===== config.mk =====
export PLATFORM = sky130hd
export DESIGN_NAME = rf_wb_arbiter
export DESIGN_NICKNAME = d
export VERILOG_FILES = /design/src/rtl/rf_wb_arbiter_pkg.sv /design/src/rtl/rf_scoreboard.sv /design/src/rtl/rf_wb_arbiter.sv
export SDC_FILE = /design/constraint.sdc
export NUM_CORES = 1
export LEC_CHECK = 0
export CAP_MARGIN = 40
export CORE_ASPECT_RATIO = 0.7
export CORE_MARGIN = 10
export CORE_UTILIZATION = 46
export DETAILED_ROUTE_END_ITERATION = 12
export PLACE_DENSITY = 0.89
export RECOVER_POWER = 100
export SYNTH_ARGS = -nofsm -noshare
export SYNTH_HDL_FRONTEND = slang
export SYNTH_HIERARCHICAL = 1
export SYNTH_SLANG_ARGS = --single-unit

===== constraint.sdc =====
create_clock -name clk -period 2.7 [get_ports clk]
set_input_delay 0.54 -clock clk [delete_from_list [all_inputs] [get_ports clk]]
set_output_delay 0.54 -clock clk [all_outputs]
set_load 0.02 [all_outputs]

===== src/rtl/rf_wb_arbiter_pkg.sv =====
// rtl/rf_wb_arbiter_pkg.sv - shared register-index and data types for the writeback arbiter
package rf_wb_arbiter_pkg;
    typedef logic [4:0]  reg_ind_t;
    typedef logic [31:0] data_t;

    localparam reg_ind_t REG_ZERO = 5'd0;
endpackage


===== src/rtl/rf_scoreboard.sv =====
// rtl/rf_scoreboard.sv - per-register pending bits for in-flight long-latency ops
import rf_wb_arbiter_pkg::*;

module rf_scoreboard #(
    parameter int NUM_REGS = 32
) (
    input  logic     clk,
    input  logic     rst,
    input  logic     set_en,
    input  reg_ind_t set_idx,
    input  logic     clr_en,
    input  reg_ind_t clr_idx,
    input  reg_ind_t chk_rs1,
    input  reg_ind_t chk_rs2,
    input  reg_ind_t chk_rd,
    output logic     hz_rs1,
    output logic     hz_rs2,
    output logic     hz_rd
);

    logic [NUM_REGS-1:0] pending_q;
    logic [NUM_REGS-1:0] pending_d;

    always_comb begin
        pending_d = pending_q;
        if (clr_en) pending_d[clr_idx] = 1'b0;
        if (set_en) pending_d[set_idx] = 1'b1;
        // x0 can never carry an outstanding result
        pending_d[0] = 1'b0;
    end

    always_ff @(posedge clk or posedge rst) begin
        if (rst) pending_q <= '0;
        else     pending_q <= pending_d;
    end

    assign hz_rs1 = pending_q[chk_rs1];
    assign hz_rs2 = pending_q[chk_rs2];
    assign hz_rd  = pending_q[chk_rd];

endmodule


===== src/rtl/rf_wb_arbiter.sv =====
// rtl/rf_wb_arbiter.sv - arbitrates the RegFile write port between pipeline WB and the long-latency unit
import rf_wb_arbiter_pkg::*;

module rf_wb_arbiter #(
    parameter int MAX_WAIT = 2,
    parameter int NUM_REGS = 32
) (
    input  logic     clk,
    input  logic     rst,
    input  logic     id_valid,
    input  reg_ind_t id_rs1,
    input  reg_ind_t id_rs2,
    input  reg_ind_t id_rd,
    input  logic     id_rd_we,
    input  logic     id_long,
    output logic     id_stall,
    input  logic     pwb_valid,
    input  reg_ind_t pwb_rd,
    input  data_t    pwb_data,
    output logic     pwb_ready,
    input  logic     lu_valid,
    input  reg_ind_t lu_rd,
    input  data_t    lu_data,
    output logic     lu_ready,
    output logic     rf_we,
    output reg_ind_t rf_waddr,
    output data_t    rf_wdata
);

    localparam int WCW = (MAX_WAIT < 1) ? 1 : $clog2(MAX_WAIT + 1);

    logic [WCW-1:0] wait_cnt_q, wait_cnt_d;
    logic           rf_we_q, rf_we_d;
    reg_ind_t       rf_waddr_q, rf_waddr_d;
    data_t          rf_wdata_q, rf_wdata_d;

    logic hz_rs1, hz_rs2, hz_rd;
    logic lu_prio, pwb_acc, lu_acc, issue_long;

    rf_scoreboard #(.NUM_REGS(NUM_REGS)) u_sb (
        .clk     (clk),
        .rst     (rst),
        .set_en  (issue_long),
        .set_idx (id_rd),
        .clr_en  (lu_acc),
        .clr_idx (lu_rd),
        .chk_rs1 (id_rs1),
        .chk_rs2 (id_rs2),
        .chk_rd  (id_rd),
        .hz_rs1  (hz_rs1),
        .hz_rs2  (hz_rs2),
        .hz_rd   (hz_rd)
    );

    assign id_stall   = id_valid & (hz_rs1 | hz_rs2 | (id_rd_we & hz_rd));
    assign issue_long = id_valid & ~id_stall & id_rd_we & id_long & (id_rd != REG_ZERO);

    // A long result refused MAX_WAIT times takes the port; WB must hold its request
    assign lu_prio   = lu_valid & (int'(wait_cnt_q) >= MAX_WAIT);
    assign pwb_ready = ~lu_prio;
    assign lu_ready  = lu_prio | ~pwb_valid;
    assign pwb_acc   = pwb_valid & pwb_ready;
    assign lu_acc    = lu_valid & lu_ready & ~pwb_acc;

    always_comb begin
        wait_cnt_d = wait_cnt_q;
        if (!lu_valid || lu_acc)
            wait_cnt_d = '0;
        else if (int'(wait_cnt_q) < MAX_WAIT)
            wait_cnt_d = wait_cnt_q + WCW'(1);
    end

    always_comb begin
        rf_we_d    = 1'b0;
        rf_waddr_d = rf_waddr_q;
        rf_wdata_d = rf_wdata_q;
        if (lu_acc) begin
            rf_we_d    = (lu_rd != REG_ZERO);
            rf_waddr_d = lu_rd;
            rf_wdata_d = lu_data;
        end else if (pwb_acc) begin
            rf_we_d    = (pwb_rd != REG_ZERO);
            rf_waddr_d = pwb_rd;
            rf_wdata_d = pwb_data;
        end
    end

    always_ff @(posedge clk or posedge rst) begin
        if (rst) begin
            wait_cnt_q <= '0;
            rf_we_q    <= 1'b0;
            rf_waddr_q <= '0;
            rf_wdata_q <= '0;
        end else begin
            wait_cnt_q <= wait_cnt_d;
            rf_we_q    <= rf_we_d;
            rf_waddr_q <= rf_waddr_d;
            rf_wdata_q <= rf_wdata_d;
        end
    end

    assign rf_we    = rf_we_q;
    assign rf_waddr = rf_waddr_q;
    assign rf_wdata = rf_wdata_q;

endmodule


# Word level (Yosys, flattened, before mapping)

Index checks and enable logic that the tools add are counted.

Muxes and demuxes: 20
Bitwise operators: 20
Magnitude comparators: 8
Reduce and logical (&&, ||, !) cells: 9
Add/subtract/negate cells: 1

Operator list:

| cell                                                 | count |
|---|---|
| two-way mux 32 bit                                   | 4 |
| AND 32 bit                                           | 1 |
| inverter 32 bit                                      | 1 |
| OR 32 bit                                            | 1 |
| < comparator 5 x 6 -> 1 bit (second input constant)  | 4 |
| binary-select mux 1 bit (select 5 bit)               | 3 |
| nonzero test 5 bit                                   | 3 |
| AND 1 bit                                            | 10 |
| demux 1 bit (select 5 bit)                           | 2 |
| >= comparator 5 x 1 -> 1 bit (second input constant) | 2 |
| two-way mux 5 bit                                    | 2 |
| two-way mux 1 bit                                    | 7 |
| two-way mux 2 bit                                    | 2 |
| inverter 1 bit                                       | 4 |
| nonzero test 2 bit                                   | 2 |
| OR 1 bit                                             | 3 |
| adder 2 x 1 -> 2 bit (second input constant)         | 1 |
| >= comparator 2 bit (second input constant)          | 1 |
| logical AND 1 bit                                    | 2 |
| < comparator 2 bit (second input constant)           | 1 |
| logical NOT 1 bit                                    | 1 |
| logical OR 1 bit                                     | 1 |

Input port bits: 96
Flip-flop bits (word level): 71
Output and inout bits: 41

# Depth between registers and ports, before layout

Gate-level depths: netlist (run 1).

Depth in word-level cells: 11
Depth in mapped cells: 9

# Hierarchy

Netlist (run 1), hierarchy kept.

By module, submodules not included:

| module        | times used | area an instance (µm²) | cells each |
|---|---|---|---|
| rf_scoreboard | 1          | 2,193.4                | 230 |
| rf_wb_arbiter | 1          | 1,841.8                | 154 |

# Worst setup path before layout (run 1)

OpenSTA, ideal clock, no wires.

Kind: input-to-reg
Start: in id_rd[1]
End: reg u_sb.pending_q[20]
Path buffers: 1
Setup slack: -0.018 ns
Cell stages on the path: 8
Setup time: 0.083 ns
Arrival: 2.635 ns
Path through: buf_6 > mux4_1 > o2111ai_1 > nand4_1 > nand4b_1 > nor4_1 > or3b_1 > o21ai_0

Word-level cells in the longest chain between the ends: 11

RTL lines:

| what                                    | RTL line            | text |
|---|---|---|
| start: declaration                      | rf_wb_arbiter.sv:13 | `input reg_ind_t id_rd,` |
| binary-select mux 1 bit (select 5 bit)  | rf_scoreboard.sv:39 | `assign hz_rd = pending_q[chk_rd];` |
| two-way mux 1 bit (implied by the code) | rf_scoreboard.sv:39 |  |
| via hz_rd                               | rf_wb_arbiter.sv:37 | `logic hz_rs1, hz_rs2, hz_rd;` |
| AND 1 bit                               | rf_wb_arbiter.sv:55 | `assign id_stall = id_valid & (hz_rs1 \| hz_rs2 \| (id_rd_we & hz_rd));` |
| OR 1 bit                                | rf_wb_arbiter.sv:55 |  |
| AND 1 bit                               | rf_wb_arbiter.sv:55 |  |
| inverter 1 bit                          | rf_wb_arbiter.sv:56 | `assign issue_long = id_valid & ~id_stall & id_rd_we & id_long & (id_rd != REG_ZERO);` |
| AND 1 bit (4 in a row)                  | rf_wb_arbiter.sv:56 |  |
| via issue_long                          | rf_wb_arbiter.sv:38 | `logic lu_prio, pwb_acc, lu_acc, issue_long;` |
| two-way mux 32 bit                      | rf_scoreboard.sv:27 | `if (set_en) pending_d[set_idx] = 1'b1;` |
| via u_sb.pending_d[20]                  | rf_scoreboard.sv:22 | `logic [NUM_REGS-1:0] pending_d;` |
| end signal: assignment                  | rf_scoreboard.sv:34 | `else pending_q <= pending_d;` |
| end: declaration                        | rf_scoreboard.sv:21 | `logic [NUM_REGS-1:0] pending_q;` |

The timed path passes the listed nets, and every way through them passes these cells. The select of a mux whose other input is x is not followed.
A chain may end at the register's enable or synchronous reset.

# Worst setup path after layout (run 1)

Start: reg u_sb.pending_q[19]
End: out id_stall

Word-level cells in the longest chain between the ends: 5

RTL lines:

| what                                    | RTL line            | text |
|---|---|---|
| binary-select mux 1 bit (select 5 bit)  | rf_scoreboard.sv:39 |  |
| two-way mux 1 bit (implied by the code) | rf_scoreboard.sv:39 |  |
| via hz_rd                               | rf_wb_arbiter.sv:37 |  |
| AND 1 bit                               | rf_wb_arbiter.sv:55 |  |
| OR 1 bit                                | rf_wb_arbiter.sv:55 |  |
| AND 1 bit                               | rf_wb_arbiter.sv:55 |  |
| end: declaration                        | rf_wb_arbiter.sv:16 | `output logic id_stall,` |

The timed path passes the listed nets, and every way through them passes these cells. The select of a mux whose other input is x is not followed.

==> out/results.ini, run 1 <==
[die]
rows = 28
design.core.area_um2 = 8510
die_area_um2 = 13000
io_pins = 137
fp.dieH_um = 98.4
start_util = 0.474
chipWidth_um = 132

[critical_path]
crit_family = multiplexers
arrival_ns = 2.17
worst_setup_path_end_kind = output port
ff2ff_setup_slack_ns = 0.01
timing.rr.start = u_sb/pending_q[19]
crit_chain = mux4_2 > o2111ai_2 > nand4_1 > a211oi_2 > nor2b_1 > buf_4
r2r_end = u_sb/pending_q[8]
reg2regPathDepth = 8
slowest_stage = mux4_2
cp_slowest_stage_delay_ns = 0.50
path_class = register to output port
crit_path_max_fanout = 4
worstPathRequired_ns = 2.16
crit_path_start_kind = register
critPathBufInv = 1

[power_and_ir_drop]
comb_power_share = 0.237
swShare = 0.290
power_density_nw_per_um2 = 532
power.internal_mw = 2.29
p_clk_frac = 0.373
ir_drop_mv = 0.301
p_seq_frac = 0.390
p_sw_uw = 939
p_leak_nw = 2.67
total_power_mw = 3.23

[global_routing]
track_usage = 0.217
grt_pass1_wl_um = 23000
grt_max_degree = 41
first_global_vias = 4236
grt_antenna_before_repair = 1
grt_overflow = 0

[yosys]
synth_cells = 384
synth_top_area_share = 0.440
postSynth.asyncResetShare = 1.00
synthMostInstantiatedCell = dfrtp_1
yosys-top-cells-area = dfrtp_1 44%, a221o_1 8.9%, o21ai_0 6.9%
synth_commonest_cells = 71 x dfrtp_1, 56 x o21ai_0, 37 x and3_1, 36 x a221o_1, 27 x mux2i_1
synth_edf_count = 0
synth_cell_types = 41
synth_top_area_cell = dfrtp_1
synth-seq-cells = 71
syn_nets = 481
yosys_warnings = 6
syn_avg_cell_area_um2 = 10.5
netlist_area_um2 = 4040
yosysSeqAreaShare = 0.440
synth-main-ff-cell = dfrtp_1

[placed_design]
gp_congestion = 0.932
port_buffers = 136
hpwl_um = 10800
dp_cells = 651

[drt]
wl_per_cell_um = 21.6
via_count = 4081
viasPerCell = 6.06
firstDrtPassIters = 8
postRouteAntennaNets = 0
drt_iter0_drc = 326
drc = 0
wl_um = 14500

[clocking]
path_clk_slew_ns = 0.06
clk_latency_ns = 0.33
clock-sinks = 71
h-tree-depth = 3
numCtsBuffers = 9
cts_tree = yes
ctsHoldBuffers = 0
cts.path.max_buffers = 2
root_buffer = clkbuf_16

[timing]
hold_slack_ns = 0.508
hold_viol_final = 0
setup_viol = 1
slew_viol_final = 32
period_needed_ns = 2.71
tightest_slew_ns = 1.62
fin_crit_sh = 1.00
max_freq_ghz = 0.369
rsz0062_at_grt = yes
slew_headroom = -0.0823
setup_slack_ns = -0.00978
skew_ns = 0.0105

[min_path]
hp-start = rf_wdata[21]
holdPathStages = 1
worstHoldEndpoint = rf_wdata[21]
hp-class = register to register

[layout]
fin_nets = 644
drive_above_1_share = 0.168
area_delta_synth_final_pct = 50.7
fin_cells = 673

[run_status]
violations = capacitance limit, slew limit, setup timing
status = complete, but fails checks

[run]
drv_cap = 1

kinds of logic (layout without fill, tap and decap cells):
| logic type | count (synthesis) | after routing | share of synthesized area |
|---|---|---|---|
| adder cells (fa/ha/maj) | 1 | 1 | 0.00310 |
| AND/OR/NAND/NOR | 116 | 116 | 0.169 |
| flip-flops | 71 | 71 | 0.440 |
| AO/OA/AOI/OAI | 127 | 127 | 0.216 |
| multiplexers | 36 | 36 | 0.120 |
| other | 0 | 1 | 0 |
| buffers and inverters | 33 | 201 | 0.0515 |
layout by cell type, fill, tap and decap left out, types with 3 or more instances in the layout:
cell	count
or3b_1	3
nand3b_1	10
mux2i_2	3
inv_1	8
a211oi_1	3
a221o_1	36
mux2i_1	24
and3_1	37
nand3_1	16
nor2b_1	4
clkbuf_16	9
inv_6	3
clkbuf_2	7
a22oi_1	6
o21ai_1	5
mux4_2	9
o211ai_1	3
dfrtp_2	3
dlygate4sd2_1	4
o21ai_2	7
nor2_1	14
nand2_1	8
buf_4	23
and2b_1	3
buf_6	6
buf_2	3
nand4_1	3
a21oi_1	9
nand2b_1	4
o21ai_0	51
dfrtp_1	68
clkdlybuf4s50_1	85
dlygate4sd3_1	40
stage by stage:
step	util	setup TNS (ns)	setup slack [ns]	instance area (um^2)
detailed placement	0.667	-16.34	-0.755	5680
global placement	0.667	-13.98	-0.687	5680
floorplan	-	0	0.0588	4040
global route	0.714	-0.736	-0.0822	6080
CTS	0.710	-0.0138	-0.0138	6050
finish	0.714	-0.00978	-0.00978	6080
power by group through the flow:
stage | sequential, mW | combinational [mW] | clock (mW)
finish | 1.26 | 0.766 | 1.20
detailed placement | 1.27 | 0.765 | 0
global placement | 1.27 | 0.746 | 0
CTS | 1.26 | 0.781 | 1.22
global route | 1.27 | 0.823 | 1.28
floorplan | 1.32 | 0.296 | 0
worst max-delay path by stage:
stage                       startpoint                  to  slack [ns]  cells after the start
global placement              id_rd[0]            id_stall       -0.69                      8
global route         u_sb/pending_q[6]            id_stall       -0.08                      7
CTS                 u_sb/pending_q[19]            id_stall       -0.01                      6
detailed placement            id_rd[0]            id_stall       -0.76                      8
finish              u_sb/pending_q[19]            id_stall       -0.01                      6
floorplan                     id_rd[1]  u_sb/pending_q[20]        0.06                      8
repair_timing:
action	4_1_cts	5_1_grt
buffers inserted	1	1
gates resized for setup	36	24
gates cloned	2	1
pin swaps	5	8
setup endpoints to repair	32	9
metal layers:
metal	up-vias	routed length (um)	part of all wire	global-route usage
met2	228	6900	0.47	0.351
met5	-	0	0	0
met4	0	191	0.013	0.0656
met1	2005	6060	0.42	0.273
li1	1828	-	-	-
met3	20	1380	0.095	0.0655
layout make-up:
class                   count  area (um^2)
fillers                   625         2430
multi-input cells         280         2120
flip-flops and latches     71         1780
repair buffers            176         1690
clock buffers               9          225
well taps                 120          150
clock inverters             7         77.6
inverters                   9         33.8
diodes                      1         2.50
state kept, by name, summed over array words and instances, names as in the netlist:
name / flops
rf_waddr: 5
rf_wdata: 32
rf_we: 1
u_sb/pending_q: 31
wait_cnt_q: 2
No activity file was read; power rests on OpenSTA's default activity.
==> inputs of run 2 (changes only) <==
--- a/config.mk
+++ b/config.mk
@@ -7,11 +7,9 @@
 export LEC_CHECK = 0
 export CAP_MARGIN = 40
 export CORE_ASPECT_RATIO = 0.7
-export CORE_MARGIN = 10
 export CORE_UTILIZATION = 46
 export DETAILED_ROUTE_END_ITERATION = 12
 export PLACE_DENSITY = 0.89
-export RECOVER_POWER = 100
 export SYNTH_ARGS = -nofsm -noshare
 export SYNTH_HDL_FRONTEND = slang
 export SYNTH_HIERARCHICAL = 1
==> run 2 against run 1 <==
  * The flow finishes with violations (setup timing)
  * Via count up 2.5%
  * Largest cell class unchanged
  * Final area up 0.58%
  * Combinational power up 3.9%
  * Total power up 3.3%
  * Register-to-register slack about the same
==> out/results.ini, run 2 (synthesized netlist as in run 1, its figures left out) <==
[layout]
fin_nets = 647  ; +0.47%
fin_cells = 674  ; +0.15%
largest_reg_flops = 32  ; unchanged
final_common_cell = clkdlybuf4s50_1
fin_util = 0.721  ; +0.00708
final_area_um2 = 6110  ; +0.58%
drive_above_1_share = 0.161  ; -0.00783
area_delta_synth_final_pct = 51.5
layout_common_cells = 125 x clkdlybuf4s50_1, 69 x dfrtp_1, 51 x o21ai_0
diodes = 0  ; -1

[placed_design]
pre_cts_ws_ns = -0.778  ; -0.0221 ns
dpl-instance-area_um2 = 5690  ; +0.18%
gp_congestion = 1.02  ; +9.1%
hpwl_um = 9770  ; -9.2%
dp_cells = 654  ; +0.46%
port_buffers = 136  ; unchanged

[power_and_ir_drop]
ir_drop_mv = 0.329  ; +9.2%
total_power_mw = 3.34  ; +3.3%
p_leak_nw = 2.67  ; about the same
power_density_nw_per_um2 = 546  ; +2.7%

[timing]
skew_ns = 0.0120  ; +0.00145 ns
setup_viol = 1  ; unchanged
period_needed_ns = 2.73  ; +0.0201 ns
fin_crit_sh = 1.01  ; +0.00745
hold_slack_ns = 0.511  ; +0.00381 ns
rsz0062_at_grt = yes
max_freq_ghz = 0.366  ; -0.74%
slew_viol_final = 0  ; -100%
fin_tns_setup_ns = -0.0299  ; -0.0201 ns
hold_viol_final = 0  ; unchanged
tightest_slew_ns = 0.530  ; -1.09 ns
slew_headroom = 0.647  ; +0.729
setup_slack_ns = -0.0299  ; -0.0201 ns

[clocking]
root_buffer = clkbuf_16
clock-sinks = 71  ; unchanged
cts.path.max_buffers = 2  ; unchanged
h-tree-depth = 3  ; unchanged
clk_latency_ns = 0.33  ; about the same
cts_tree = yes
path_clk_slew_ns = 0.06  ; about the same
numCtsBuffers = 9  ; unchanged

[drt]
via_count = 4185  ; +2.5%
drt_iter0_drc = 462  ; +42%
wl_um = 14000  ; -3.5%
drc = 0  ; unchanged
firstDrtPassIters = 5  ; -3
viasPerCell = 6.21  ; +2.4%
postRouteAntennaNets = 0  ; unchanged
wl_per_cell_um = 20.8  ; -3.6%

[die]
start_util = 0.476  ; +0.00196
rows = 28  ; unchanged
design.core.area_um2 = 8480  ; -0.41%
chipWidth_um = 114  ; -14%
io_pins = 137  ; unchanged
die_area_um2 = 9160  ; -29%
fp.dieH_um = 80.4  ; -18%

[critical_path]
arrival_ns = 2.19  ; +0.02 ns
cp_slowest_stage_delay_ns = 0.47  ; -0.03 ns
crit_chain = mux4_2 > nand2b_4 > o211ai_1 > nand4_1 > a211oi_2 > nor2b_1 > buf_4
critPathBufInv = 1  ; unchanged
worst_setup_path_end_kind = output port
crit_path_max_fanout = 4  ; unchanged
slowest_stage = mux4_2
crit_family = multiplexers
worstPathRequired_ns = 2.16  ; about the same
crit_path_start_kind = register
path_class = register to output port

[min_path]
hp-class = register to register

[run]
drv_cap = 0  ; -1

[global_routing]
grt_pass1_wl_um = 21800  ; -5.1%
track_usage = 0.310  ; +0.0937
first_global_vias = 4290  ; +1.3%
grt_max_degree = 41  ; unchanged
grt_overflow = 0  ; unchanged
grt_antenna_before_repair = 0  ; -1

[run_status]
violations = setup timing
status = complete, but fails checks

[run 2: cell count changes in the layout (fill, tap and decap cells not counted), sizes merged]
cell	change
diode	-1
dlygate4sd3	-40
clkdlybuf4s50	+40
buf	+12
clkbuf	-9
clkinv	+1
bufinv	+1
inv	-3
[run 2: final timing paths]
| check | startpoint | to | slack, ns | cells after the start |
|---|---|---|---|---|
| worst max register to register | u_sb/pending_q[5] | u_sb/pending_q[28] | 0.02 | 9 |
| min in group asynchronous | rst | u_sb/pending_q[9] | 0.66 | 3 |
| worst min register to register | rf_wdata[8] | rf_wdata[8] | 0.51 | 1 |
| worst min-delay path | rf_wdata[8] | rf_wdata[8] | 0.51 | 1 |
| worst max-delay path | u_sb/pending_q[5] | id_stall | -0.03 | 7 |
| max in group asynchronous | rst | rf_wdata[16] | 1.62 | 3 |
[run 2: what timing repair did]
item | 4_1_cts | 5_1_grt
pin swaps | 6 | 8
setup endpoints to repair | 32 | 12
hold buffers | 0 | 0
buffers inserted | 2 | 0
resized for setup | 39 | 17
cloned | 3 | 0
[run 2: cell type report]
cell class | count | area (um^2)
fill | 614 | 2360
clock buffer | 9 | 225
tap | 120 | 150
timing repair buffer | 179 | 1720
inverter | 9 | 33.8
sequential | 71 | 1780
multi-input combinational | 280 | 2110
clock inverter | 6 | 93.8
[run 2: report_power, final]
| group | switching (mW) | internal, mW | total [mW] |
|---|---|---|---|
| sequential | 0.102 | 1.17 | 1.27 |
| clock | 0.465 | 0.810 | 1.28 |
| combinational | 0.366 | 0.430 | 0.796 |
[run 2: layer usage]
metal  vias up  routed length (um)  global-route usage
met2       258                6760               0.521
met3        46                1250              0.0687
li1       1840                   -                   -
met5         -                   0                   0
met4         0                 374               0.110
met1      2041                5650               0.397
==> inputs of run 3 (changes only) <==
--- a/config.mk
+++ b/config.mk
@@ -7,6 +7,7 @@
 export LEC_CHECK = 0
 export CAP_MARGIN = 40
 export CORE_ASPECT_RATIO = 0.7
+export CORE_MARGIN = 4
 export CORE_UTILIZATION = 46
 export DETAILED_ROUTE_END_ITERATION = 12
 export PLACE_DENSITY = 0.89
==> run 3 against run 2 <==
  * The run still ends with setup timing left
  * Combinational power is essentially flat
  * Hold slack gained 0.00081 ns
  * Critical path depth grew 1
  * Clock-buffer cell count grew 2
  * Sequential share of layout area grew 0.092 points
  * Final area shrank 0.25%
  * Non-clock buffer count shrank 7
  * Highest routed layer unchanged
  * Register-to-register slack lost 0.05 ns
==> out/results.ini, run 3 (synthesized netlist as in run 1, its figures left out) <==
[layout]
largest_reg_flops = 32  ; unchanged
area_delta_synth_final_pct = 51.2
layout_common_cells = 125 x clkdlybuf4s50_1, 68 x dfrtp_1, 50 x o21ai_0
final_common_cell = clkdlybuf4s50_1
diodes = 0  ; unchanged
final_area_um2 = 6100  ; -0.25%
seq_area_um2 = 1780  ; about the same
drive_above_1_share = 0.159  ; -0.00189
fin_cells = 668  ; -0.89%
multi_input_area_um2 = 2140  ; +1.2%
n_fill_cell = 603  ; -1.8%
fin_nets = 640  ; -1.1%
fin_util = 0.716  ; -0.00473

[timing]
setup_slack_ns = -0.0309  ; -0.000963 ns
fin_crit_sh = 1.01  ; about the same
rsz0062_at_grt = yes
slew_headroom = 0.653  ; +0.00604
hold_viol_final = 0  ; unchanged
setup_viol = 2  ; +1
tightest_slew_ns = 0.520  ; -0.00963 ns
period_needed_ns = 2.73  ; +0.000963 ns
skew_ns = 0.00578  ; -0.00619 ns
slew_viol_final = 0  ; unchanged
max_freq_ghz = 0.366  ; about the same

[placed_design]
dp_cells = 646  ; -1.2%
hpwl_um = 10000  ; +2.7%
gp_congestion = 0.950  ; -6.6%
port_buffers = 136  ; unchanged
dpl-instance-area_um2 = 5630  ; -1.1%

[critical_path]
worst_setup_path_end_kind = register
crit_chain = dlygate4sd2_1 > mux4_2 > o2111ai_1 > nand4_1 > nand4b_1 > nor4_4 > or3b_4 > o21ai_1
crit_path_max_fanout = 7  ; +3
worstPathRequired_ns = 2.93  ; +0.77 ns
crit_family = simple AND/OR/NAND/NOR gates
path_class = input pin to register
arrival_ns = 2.96  ; +0.77 ns
slowest_stage = mux4_2
crit_path_start_kind = input pin
critPathBufInv = 1  ; unchanged
cp_slowest_stage_delay_ns = 0.52  ; +0.05 ns

[power_and_ir_drop]
total_power_mw = 3.31  ; -0.90%
ir_drop_mv = 0.359  ; +9.1%
p_leak_nw = 2.65  ; -0.89%
power_density_nw_per_um2 = 542  ; -0.66%

[min_path]
hp-class = register to register

[die]
design.core.area_um2 = 8510  ; +0.41%
io_pins = 137  ; unchanged
rows = 28  ; unchanged
die_area_um2 = 10400  ; +13%
start_util = 0.474  ; -0.00196
chipWidth_um = 120  ; +5.3%
fp.dieH_um = 86.4  ; +7.5%

[global_routing]
first_global_vias = 4330  ; +0.93%
grt_antenna_before_repair = 0  ; unchanged
grt_max_degree = 40  ; -2.4%
track_usage = 0.265  ; -0.0454
grt_overflow = 0  ; unchanged
grt_pass1_wl_um = 21800  ; about the same

[drt]
postRouteAntennaNets = 0  ; unchanged
wl_um = 14300  ; +1.7%
via_count = 4209  ; +0.57%
drc = 0  ; unchanged
viasPerCell = 6.30  ; +1.5%
firstDrtPassIters = 8  ; +3
wl_per_cell_um = 21.4  ; +2.6%
drt_iter0_drc = 533  ; +15%

[clocking]
h-tree-depth = 3  ; unchanged
clock-sinks = 71  ; unchanged
clk_latency_ns = 0.32  ; about the same
path_clk_slew_ns = 0.05  ; about the same
root_buffer = clkbuf_16
cts_tree = yes
ctsHoldBuffers = 0  ; unchanged
numCtsBuffers = 9  ; unchanged
cts.path.max_buffers = 2  ; unchanged

[run_status]
violations = setup timing
status = complete, but fails checks

[run]
drv_cap = 0  ; unchanged

-- run 3: cell count changes in the layout (fill, tap and decap cells not counted), moves of 2 or more --
cell,delta
buf_4,-9
a22oi_1,-2
a22oi_2,+2
clkbuf_1,+2
clkinv_4,-2
-- run 3: path summary, 6_finish.rpt --
check / startpoint / cells after the start / slack, ns / to
worst min register to register: rf_wdata[25] / 1 / 0.51 / rf_wdata[25]
max in group asynchronous: rst / 3 / 1.37 / rf_wdata[7]
worst max-delay path: id_rd[1] / 8 / -0.03 / u_sb/pending_q[8]
min in group asynchronous: rst / 2 / 0.59 / rf_wdata[27]
worst min-delay path: rf_wdata[25] / 1 / 0.51 / rf_wdata[25]
worst max register to register: u_sb/pending_q[23] / 8 / -0.03 / u_sb/pending_q[8]
-- run 3: power by group --
| group | internal, mW | total, mW | leakage (nW) | switching (mW) |
|---|---|---|---|---|
| combinational | 0.429 | 0.798 | 1.59 | 0.369 |
| clock | 0.811 | 1.24 | 0.150 | 0.432 |
| sequential | 1.17 | 1.27 | 0.906 | 0.102 |
-- run 3: stage by stage --
stage	hold WS (ns)	worst slack [ns]	setup TNS [ns]
after CTS	0.516	0.0118	0
after floorplan	0.489	0.0588	0
after global routing	0.529	-0.130	-0.921
after detailed placement	0.499	-0.737	-16.69
final	0.512	-0.0309	-0.0483
after global placement	0.495	-0.663	-14.01
-- run 3: layout make-up --
type	instances	share of cell area
clock inverters	5	0.0133
flip-flops and latches	71	0.292
inverters	9	0.00554
repair buffers	172	0.276
well taps	120	0.0246
clock buffers	11	0.0382
multi-input cells	280	0.351
-- run 3: metal layers --
metal  track usage  vias to the layer above  share of wire
li1              -                     1828              -
met4         0.102                        0          0.029
met1         0.331                     2042           0.38
met2         0.429                      284           0.47
met5             0                        -              0
met3        0.0920                       55           0.12
-- run 3: timing repair --
action / in CTS / in global routing
resized for setup: 35 / 26
pin swaps: 5 / 9
cloned: 2 / 1
setup endpoints to repair: 32 / 26
buffers inserted: 2 / 1
==> variant, RTL diff (settings of run 2) <==
Set the package constant `REG_ZERO` to 5'd1 (it was 5'd0).
--- a/src/rtl/rf_wb_arbiter_pkg.sv
+++ b/src/rtl/rf_wb_arbiter_pkg.sv
@@ -3,6 +3,6 @@
     typedef logic [4:0]  reg_ind_t;
     typedef logic [31:0] data_t;
 
-    localparam reg_ind_t REG_ZERO = 5'd0;
+    localparam reg_ind_t REG_ZERO = 5'd1;
 endpackage
 
Behaviour: not the same (Yosys sat finds a counterexample within 4 cycles, from zero or initial values and one cycle with rst high).
==> variant against run 2 <==
The flow still finishes with violations (setup timing); clock skew is 0.0026 ns lower; highest routed layer unchanged; total power is 1.2% lower; final cell count is 0.74% higher; combinational power is 4.1% higher; synthesized cell count is 2.6% higher; synthesized area is 1.4% higher; worst setup slack worse by 0.073 ns; sequential cell count stayed put; register-to-register slack worse by 0.07 ns; core utilization is 0.18 points higher; first-iteration DRC count is 4.8% higher; routed wire length is 4.4% higher; design area is 1.1% higher; largest power group is now sequential cells.
==> variant: results (changes against run 2) <==
----------------------------------------------------
[Final layout]
  Number of multi-input logic gates ... 285 (was 280)
  Number of inverters outside the clock class in the layout ... 14 (was 9)
  Non-clock buffer instance count of the final layout ... 173 (was 179)
  Share of layout cells above drive strength 1 ... 0.170 (was 0.161)
  Proportion of cell area occupied by registers ... 0.289 (was 0.291)
  Number of clock buffers in the layout ... 10 (was 9)

[Synthesis]
  Mux share of post-synthesis cell area ... 0.135 (was 0.120)
  Post-synthesis share of cell area spent on full adders, half adders and majority gates ... 0.00306 (was 0.00310)
  Area fraction in compound gates after synthesis ... 0.213 (was 0.216)
  Ranking of synthesized cells by instance count ... 71 x dfrtp_1, 57 x o21ai_0, 31 x and3_1, 30 x a221o_1, 27 x mux2i_1 (was 71 x dfrtp_1, 56 x o21ai_0, 37 x and3_1, 36 x a221o_1, 27 x mux2i_1)
  Nets in the synthesized netlist ... 491 (was 481)

[Place]
  DPL Wire Length ... 10200 um (was 9770 um)
  Worst setup timing slack at the placement stage ... -0.712 ns (was -0.778 ns)
  Cell area after placement ... 0.00575 sq mm (was 0.00569 sq mm)

[Timing]
  Setup slack after layout ... -0.103 ns (was -0.0299 ns)
  Hold Slack ... 0.516 ns (was 0.511 ns)
  Final setup viols ... 24 (was 1)
  Setup TNS ... -1.02 ns (was -0.0299 ns)

[Status]
  Result of the run ... finished with violations (unchanged)
  Violated checks ... setup timing (unchanged)

[Critical path]
  CP Data Arrival Time ... 3.04 ns (was 2.19 ns)
  Worst-path fanout max ... 7 (was 4)

[Power and ir drop]
  IR drop worst, VDD ... 0.294 mV (was 0.329 mV)
  Leakage power ... 2.64 nW (was 2.67 nW)
  Share of total power in combinational logic ... 0.251 (was 0.238)
  Sw Ratio ... 0.286 (was 0.280)
  Total Power Consumption ... 0.00330 W (was 0.00334 W)

[GRT]
  First-pass GRT wire length ... 22300 um (was 21800 um)
  GRT Util Overall ... 0.317 (was 0.310)
  Via count of the first global-routing pass ... 4306 (was 4290)

[Worst hold path]
  Worst hold path endpoint ... rf_waddr[4]$_DFFE_PP0P_ (was rf_wdata[8]$_DFFE_PP0P_)

[Detailed routing]
  First drt pass iteration count ... 7 (was 5)
  Via-per-instance ratio ... 6.36 (was 6.21)
  Iteration-0 DRC count of the detailed router ... 484 (was 462)

----------------------------------------------------
variant: cell types whose count changed after synthesis, sizes merged, moves of 3 or more:
| cell | run 2 | this run |
|---|---|---|
| and3 | 37 | 31 |
| nand2b | 6 | 9 |
| a221o | 36 | 30 |
| inv | 9 | 14 |
| mux2 | 0 | 6 |
| buf | 18 | 13 |
| clkbuf | 6 | 11 |
| nor4 | 1 | 4 |
| a21oi | 9 | 15 |
| o22ai | 0 | 7 |
| nor2 | 15 | 11 |
variant: metal layers:
metal	global-route usage	vias to the layer above
li1	-	1854
met1	0.407	2113
met5	0	-
met2	0.522	289
met3	0.0739	65
met4	0.134	0
variant: worst max-delay path, cell delays in order:
cell           delay [ns]
dlygate4sd2_1        0.25
mux4_1               0.57
o2111ai_1            0.19
nand4_1              0.20
nand4b_1             0.31
nor4_4               0.32
or3b_4               0.49
o21ai_1              0.18
